## config.mk

```make
export PLATFORM = sky130hd
export DESIGN_NAME = sysid_reader_flat
export DESIGN_NICKNAME = d
export VERILOG_FILES = /design/src/rtl/sysid_reader_if.sv /design/src/rtl/sysid_reader.sv /design/src/flat_wrapper.sv
export SDC_FILE = /design/constraint.sdc
export NUM_CORES = 1
export LEC_CHECK = 0
export BUFFER_PORTS_ARGS = -buffer_cell sky130_fd_sc_hd__buf_2
export CORE_MARGIN = 2
export CORE_UTILIZATION = 50
export CTS_BUF_LIST = sky130_fd_sc_hd__clkbuf_4 sky130_fd_sc_hd__clkbuf_8 sky130_fd_sc_hd__clkbuf_16
export CTS_CLUSTER_DIAMETER = 80
export DETAILED_ROUTE_END_ITERATION = 7
export PLACE_DENSITY = 0.88
export SLEW_MARGIN = 20
export SYNTH_ARGS = -nofsm -noshare
export SYNTH_HDL_FRONTEND = slang
export SYNTH_SLANG_ARGS = --single-unit
```

## constraint.sdc

```tcl
create_clock -name clock -period 4.3 [get_ports clock]
set_input_delay 0.86 -clock clock [delete_from_list [all_inputs] [get_ports clock]]
set_output_delay 0.86 -clock clock [all_outputs]
set_load 0.02 [all_outputs]
```

## src/rtl/sysid_reader_if.sv

```systemverilog
// ---------------------------------------------------------------------------
// sysid_reader_if
//   Avalon-MM read channel between the system-ID checker (master) and the
//   sysid control slave.
//
//   address       master -> slave   word address (0 = ID, 1 = timestamp)
//   read          master -> slave   read request
//   waitrequest   slave  -> master  stall; request is held while high
//   readdata      slave  -> master  32-bit read data
//   readdatavalid slave  -> master  qualifies readdata
// ---------------------------------------------------------------------------
interface sysid_reader_if;
  logic        address;
  logic        read;
  logic        waitrequest;
  logic [31:0] readdata;
  logic        readdatavalid;

  modport master (
    output address, read,
    input  waitrequest, readdata, readdatavalid
  );

  modport slave (
    input  address, read,
    output waitrequest, readdata, readdatavalid
  );
endinterface

```

## src/rtl/sysid_reader.sv

```systemverilog
// ---------------------------------------------------------------------------
// sysid_reader
//   Avalon-MM read master that reads the system-ID slave (word 0 = ID,
//   word 1 = build timestamp) on a start pulse, compares both words with
//   build-time expectations and reports pass / mismatch / timeout.
//
//   Ports
//     clock, reset   rising-edge clock, synchronous active-high reset
//     start          one-cycle pulse, ignored while busy
//     bus            Avalon-MM read master (sysid_reader_if.master)
//     busy           sequence in progress
//     done           one-cycle pulse at end of sequence (never with busy)
//     pass           sticky: both words matched, no timeout
//     id_mismatch    sticky: word 0 differed from EXPECTED_ID
//     ts_mismatch    sticky: word 1 differed from EXPECTED_TS
//     timeout        sticky: a read exceeded TIMEOUT_CYCLES
//     id_value       captured word 0
//     ts_value       captured word 1
//
//   Optional build macro SYSID_READER_AUTOSTART_EN: when defined, a check is
//   launched automatically on the first cycle after reset deasserts.
// ---------------------------------------------------------------------------
module sysid_reader #(
  parameter logic [31:0] EXPECTED_ID    = 32'h0000_0000,
  parameter logic [31:0] EXPECTED_TS    = 32'd1386398321,
  parameter int unsigned TIMEOUT_CYCLES = 255   // 1..65535
) (
  input  logic                  clock,
  input  logic                  reset,
  input  logic                  start,
  sysid_reader_if.master        bus,
  output logic                  busy,
  output logic                  done,
  output logic                  pass,
  output logic                  id_mismatch,
  output logic                  ts_mismatch,
  output logic                  timeout,
  output logic [31:0]           id_value,
  output logic [31:0]           ts_value
);

  typedef enum logic [2:0] {
    IDLE,
    REQ_ID,
    WAIT_ID,
    REQ_TS,
    WAIT_TS,
    FINISH
  } state_e;

  // Counter value seen in the last permitted cycle of a read.
  localparam logic [15:0] TMO_LAST = 16'(TIMEOUT_CYCLES - 1);

  state_e      state_q, state_d;
  logic [15:0] cnt_q, cnt_d;
  logic        pass_q, pass_d;
  logic        id_mm_q, id_mm_d;
  logic        ts_mm_q, ts_mm_d;
  logic        tmo_q, tmo_d;
  logic [31:0] id_value_q, id_value_d;
  logic [31:0] ts_value_q, ts_value_d;

  logic start_eff;
  logic in_req;
  logic in_read;
  logic is_ts;
  logic capture;

`ifdef SYSID_READER_AUTOSTART_EN
  // High only in the first cycle after reset releases.
  logic autostart_q;
  always_ff @(posedge clock) begin
    if (reset) autostart_q <= 1'b1;
    else       autostart_q <= 1'b0;
  end
  assign start_eff = start | autostart_q;
`else
  assign start_eff = start;
`endif

  assign in_req  = (state_q == REQ_ID) || (state_q == REQ_TS);
  assign in_read = in_req || (state_q == WAIT_ID) || (state_q == WAIT_TS);
  assign is_ts   = (state_q == REQ_TS) || (state_q == WAIT_TS);

  // Data is taken in WAIT_x, or in REQ_x on the very cycle the request is
  // accepted; any other readdatavalid is stray and dropped.
  assign capture = in_read && bus.readdatavalid && (!in_req || !bus.waitrequest);

  // NOTE: every combinational output gets a default first so no path through
  // the case statement leaves a value unassigned, which would infer a latch.
  always_comb begin
    state_d    = state_q;
    cnt_d      = cnt_q;
    pass_d     = pass_q;
    id_mm_d    = id_mm_q;
    ts_mm_d    = ts_mm_q;
    tmo_d      = tmo_q;
    id_value_d = id_value_q;
    ts_value_d = ts_value_q;

    unique case (state_q)
      IDLE: begin
        if (start_eff) begin
          state_d = REQ_ID;
          cnt_d   = '0;
          pass_d  = 1'b0;
          id_mm_d = 1'b0;
          ts_mm_d = 1'b0;
          tmo_d   = 1'b0;
        end
      end

      REQ_ID, WAIT_ID, REQ_TS, WAIT_TS: begin
        cnt_d = cnt_q + 16'd1;
        if (capture) begin
          if (is_ts) begin
            ts_value_d = bus.readdata;
            ts_mm_d    = (bus.readdata != EXPECTED_TS);
            state_d    = FINISH;
          end else begin
            id_value_d = bus.readdata;
            id_mm_d    = (bus.readdata != EXPECTED_ID);
            state_d    = REQ_TS;
            cnt_d      = '0;
          end
        end else if (cnt_q == TMO_LAST) begin
          // Give up on this read; the timestamp read is skipped entirely.
          tmo_d   = 1'b1;
          state_d = FINISH;
        end else if (in_req && !bus.waitrequest) begin
          state_d = is_ts ? WAIT_TS : WAIT_ID;
        end
      end

      FINISH: state_d = IDLE;

      default: state_d = IDLE;
    endcase

    // Resolve pass on the edge into FINISH so it is valid alongside done.
    if ((state_d == FINISH) && (state_q != FINISH)) begin
      pass_d = !(id_mm_d || ts_mm_d || tmo_d);
    end
  end

  // NOTE: state registers use non-blocking assignments so every flop samples
  // its _d value from before the edge, independent of statement order.
  always_ff @(posedge clock) begin
    if (reset) begin
      state_q    <= IDLE;
      cnt_q      <= '0;
      pass_q     <= 1'b0;
      id_mm_q    <= 1'b0;
      ts_mm_q    <= 1'b0;
      tmo_q      <= 1'b0;
      id_value_q <= '0;
      ts_value_q <= '0;
    end else begin
      state_q    <= state_d;
      cnt_q      <= cnt_d;
      pass_q     <= pass_d;
      id_mm_q    <= id_mm_d;
      ts_mm_q    <= ts_mm_d;
      tmo_q      <= tmo_d;
      id_value_q <= id_value_d;
      ts_value_q <= ts_value_d;
    end
  end

  // Request outputs decode straight from the state register, so they stay
  // stable while stalled and drop on the edge that leaves REQ_x.
  assign bus.read    = in_req;
  assign bus.address = (state_q == REQ_TS);

  assign busy        = in_read;
  assign done        = (state_q == FINISH);
  assign pass        = pass_q;
  assign id_mismatch = id_mm_q;
  assign ts_mismatch = ts_mm_q;
  assign timeout     = tmo_q;
  assign id_value    = id_value_q;
  assign ts_value    = ts_value_q;

endmodule

```

## src/flat_wrapper.sv

```systemverilog
// flat-port wrapper written by rule: the top's interface ports become plain ports
module sysid_reader_flat 
#(
  parameter logic [31:0] EXPECTED_ID    = 32'h0000_0000,
  parameter logic [31:0] EXPECTED_TS    = 32'd1386398321,
  parameter int unsigned TIMEOUT_CYCLES = 255              
)
  (clock, reset, start, busy, done, pass, id_mismatch, ts_mismatch, timeout, id_value, ts_value, bus_address, bus_read, bus_waitrequest, bus_readdata, bus_readdatavalid);
  sysid_reader_if bus_i ();
  input  logic clock;
  input  logic reset;
  input  logic start;
  output logic busy;
  output logic done;
  output logic pass;
  output logic id_mismatch;
  output logic ts_mismatch;
  output logic timeout;
  output logic [31:0] id_value;
  output logic [31:0] ts_value;
  output wire logic [$bits(bus_i.address)-1:0] bus_address;
  output wire logic [$bits(bus_i.read)-1:0] bus_read;
  input wire logic [$bits(bus_i.waitrequest)-1:0] bus_waitrequest;
  input wire logic [$bits(bus_i.readdata)-1:0] bus_readdata;
  input wire logic [$bits(bus_i.readdatavalid)-1:0] bus_readdatavalid;
  assign bus_address = bus_i.address;
  assign bus_read = bus_i.read;
  assign bus_i.waitrequest = bus_waitrequest;
  assign bus_i.readdata = bus_readdata;
  assign bus_i.readdatavalid = bus_readdatavalid;
  sysid_reader #(.EXPECTED_ID(EXPECTED_ID), .EXPECTED_TS(EXPECTED_TS), .TIMEOUT_CYCLES(TIMEOUT_CYCLES)) u_core (.clock(clock), .reset(reset), .start(start), .bus(bus_i), .busy(busy), .done(done), .pass(pass), .id_mismatch(id_mismatch), .ts_mismatch(ts_mismatch), .timeout(timeout), .id_value(id_value), .ts_value(ts_value));
endmodule
```

==> flow_metrics.py <==
metrics = {
    "die": {
        "die-area_um2": 7790,
        "floorplan.initialDensity_pct": 52.0,
        "floorplan.rows": 30,
        "i_o_pin_count": 109,
        "design.core.area_um2": 6830,
        "dieWidth_um": 88.3,
        "die_h_um": 88.3,
    },
    "placement": {
        "placement.io_buffers": 108,
        "dp_hpwl_um": 6510,
        "gp_congestion": 0.805,
        "placement.cell_area_um2": 4130,
    },
    "power_and_ir_drop": {
        "power-per-cell-area_nw_per_um2": 363,
        "vdd_ir_drop_max_mv": 0.317,
        "power.leakage_nw": 1.79,
    },
    "sta": {
        "timing_hold_violations_final": 0,
        "setup_total_negative_slack_ns": 0,
        "timing.final.crit_share_pct": 58.6,
        "timing.final.max_slew_violations": 0,
        "relSlewSlack_pct": 51.8,
        "skew_ns": 0.00599,
        "timing_worst_slew_pin_value_ns": 0.723,
        "hold_slack_ns": 0.453,
        "unrepaired_setup_endpoints_after_global_routing": "false",
        "finalWorstPathRequiredPeriod_ns": 2.52,
        "timing.fmax_ghz": 0.397,
        "final-setup-viol-count": 0,
    },
    "finish": {
        "layout.cells.most_common_list": "nand2_1 (143), buf_2 (108), dfxtp_1 (87)",
        "final.fill_count": 575,
        "area_delta_synth_final_pct": 22.3,
        "layout.nets": 578,
        "layout.cells.most_common": "nand2_1",
        "diodes": 0,
        "layout_cells_sized_above_1_pct": 26.3,
        "fin_area_um2": 4340,
    },
    "job": {
        "drv_cap": 0,
    },
    "grt": {
        "grt_start_max_net_pins": 72,
        "antenna_found_initial": 0,
        "grt-ovfl-total": 0,
        "first_global_vias": 3191,
        "grt_usage_pct": 24.6,
        "grt_pass1_wl_um": 14900,
    },
    "clocking": {
        "clkSinkCount": 87,
        "clkSlewWorstSetupHoldPaths_ns": 0.08,
        "numCtsBuffers": 9,
        "clock_tree_from_tritoncts": "done",
        "clk_root_buffer_cell": "clkbuf_8",
        "clock_tree.htree_level_count": 3,
        "hold_buffers_post_cts": 0,
        "cts_repair_resize_count": 0,
        "cts_setup_buffers": 0,
        "clock_insertion_delay_worst_skew_ns": 0.36,
        "clock_path_buffers": 2,
    },
    "critical_path": {
        "r2r_cells": 6,
        "crit_fanout": 13,
        "critPathCaptureType": "primary output",
        "critical_path_required_ns": 3.44,
        "r2r-end": "u_core.pass",
        "cp_slowest_cell": "dfxtp_1",
        "critical_path.cell_chain": "nor3_1, or2_1, inv_1, buf_2",
        "cp_top_family": "flip-flops",
        "timing.critical_path.from_type": "flop",
        "worstPathArrival_ns": 1.66,
        "cpPeakStageDelay_ns": 0.66,
        "crit_type": "flop to primary output",
        "critical_path.n_buffers_inverters": 2,
        "timing.reg2reg.setup_slack_ns": 1.98,
        "reg2reg_from": "u_core.state_q[0]",
    },
    "routing": {
        "remaining_drc_errors": 0,
        "detail_route.first_pass.iterations": 5,
        "final_antenna_net_count": 0,
        "route.detailed.vias_per_inst": 5.45,
        "routed_wl_um": 9530,
        "wl_per_cell_um": 14.9,
        "vias": 3485,
        "drtIter0Drc": 277,
    },
    "worst_hold_path": {
        "holdPathStages": 2,
        "hold_class": "flop to flop",
        "hp-start": "u_core.ts_value[5]",
        "holdPathEnd": "u_core.ts_value[5]",
    },
    "yosys": {
        "ys_top_cells_by_area": "dfxtp_1 (49%), nand2_1 (15%), a21oi_1 (10%)",
        "synthesis.area_um2": 3550,
        "yosys_most_used_dff": "dfxtp_1",
        "synth_fp_nets": 481,
        "synth_edf_count": 0,
        "yosysUniqueCellTypes": 48,
        "syn-instance-count": 442,
        "synth.yosys.seq_area_share_pct": 49.1,
        "synth_top_cell_by_area": "dfxtp_1",
        "avgSynthCellArea_um2": 8.03,
        "synthesis.yosys.warnings": 0,
        "asyncSetResetFlopFracSynth_pct": 0,
        "yosys.area.top_type_share_pct": 49.1,
        "ys_ff_latch": 87,
    },
    "outcome": {
        "outcome": "finished, final reports clean",
    },
}
-- registers in the layout, summed over array words and instances (netlist names) --
signal / flops
u_core.ts_value: 32
u_core.id_mismatch: 1
u_core.pass: 1
u_core.id_value: 32
u_core.timeout: 1
u_core.state_q: 3
u_core.ts_mismatch: 1
u_core.cnt_q: 16
-- Yosys cell counts (3+ instances only) --
master    instances
nand2_1         143
dfxtp_1          87
a21oi_1          71
nor2_1           20
clkbuf_1         16
xor2_1            9
buf_2             8
nand4_1           8
nor3_1            7
o21ai_0           6
nand3_1           5
nor4_1            5
inv_1             4
nor2b_1           4
xnor2_1           4
a31oi_1           3
nor3b_2           3
o21ai_1           3
-- power by group --
group | switching [mW] | internal, mW
clock | 0.285 | 0.333
sequential | 0.0117 | 0.818
combinational | 0.0857 | 0.0435
total | 0.382 | 1.19
-- worst min-delay path, delay by kind of cell (launching register included) --
kind | cells | cell delay [ns]
compound gates | 1 | 0.05
flops | 1 | 0.31
simple gates | 1 | 0.05
-- worst max path at each step --
| stage | from | endpoint | slack, ns | cells after the start |
|---|---|---|---|---|
| 2_1_floorplan | bus_readdata[3] | u_core.pass | 2.12 | 6 |
| 3_3_place_gp | bus_readdata[20] | u_core.pass | 1.61 | 7 |
| 3_5_place_dp | bus_readdata[20] | u_core.pass | 1.58 | 7 |
| 4_1_cts | u_core.state_q[1] | busy | 1.80 | 4 |
| 5_1_grt | u_core.state_q[1] | busy | 1.71 | 4 |
| 6_report | u_core.state_q[1] | busy | 1.78 | 4 |
-- through the flow --
step / util (%) / cells / power, mW / setup WS, ns
final: 63.6 / 639 / 1.58 / 1.78
after global routing: 63.6 / 639 / 1.63 / 1.71
after CTS: 63.6 / 639 / 1.58 / 1.80
after detailed placement: 60.4 / 624 / 0.976 / 1.58
after global placement: 60.4 / 624 / 0.971 / 1.61
after floorplan: - / 442 / 0.921 / 2.12
-- logic make-up (layout without fill, tap and decap cells) --
group | Yosys count | count (layout) | synth area share, %
compound gates | 91 | 91 | 14.0
flops | 87 | 87 | 49.1
buf+inv | 31 | 132 | 3.98
xor+xnor | 13 | 13 | 3.21
simple gates | 218 | 218 | 29.1
fa+ha+maj | 2 | 2 | 0.705
-- metal layers --
metal  wire length [um]  GRT usage [%]  up-vias  part of all wire, %
met5                  0              0        -                    0
met4                245           9.23        0                  2.6
met3                617           6.72       28                  6.5
met2               4890           42.2      130                   51
met1               3770           29.5     1661                   40
li1                   -              -     1666                    -
-- area by class of cell --
| cell class | count | area (um2) | share of cell area [%] |
|---|---|---|---|
| Timing Repair Buffer | 113 | 578 | 13.3 |
| Sequential cell | 87 | 1740 | 40.1 |
| Clock inverter | 5 | 82.6 | 1.90 |
| Tap cell | 96 | 120 | 2.77 |
| Inverter | 4 | 15.0 | 0.346 |
| Clock buffer | 10 | 131 | 3.03 |
| Multi-Input combinational cell | 324 | 1670 | 38.5 |
Note: power is estimated with default switching activity, not from simulation.
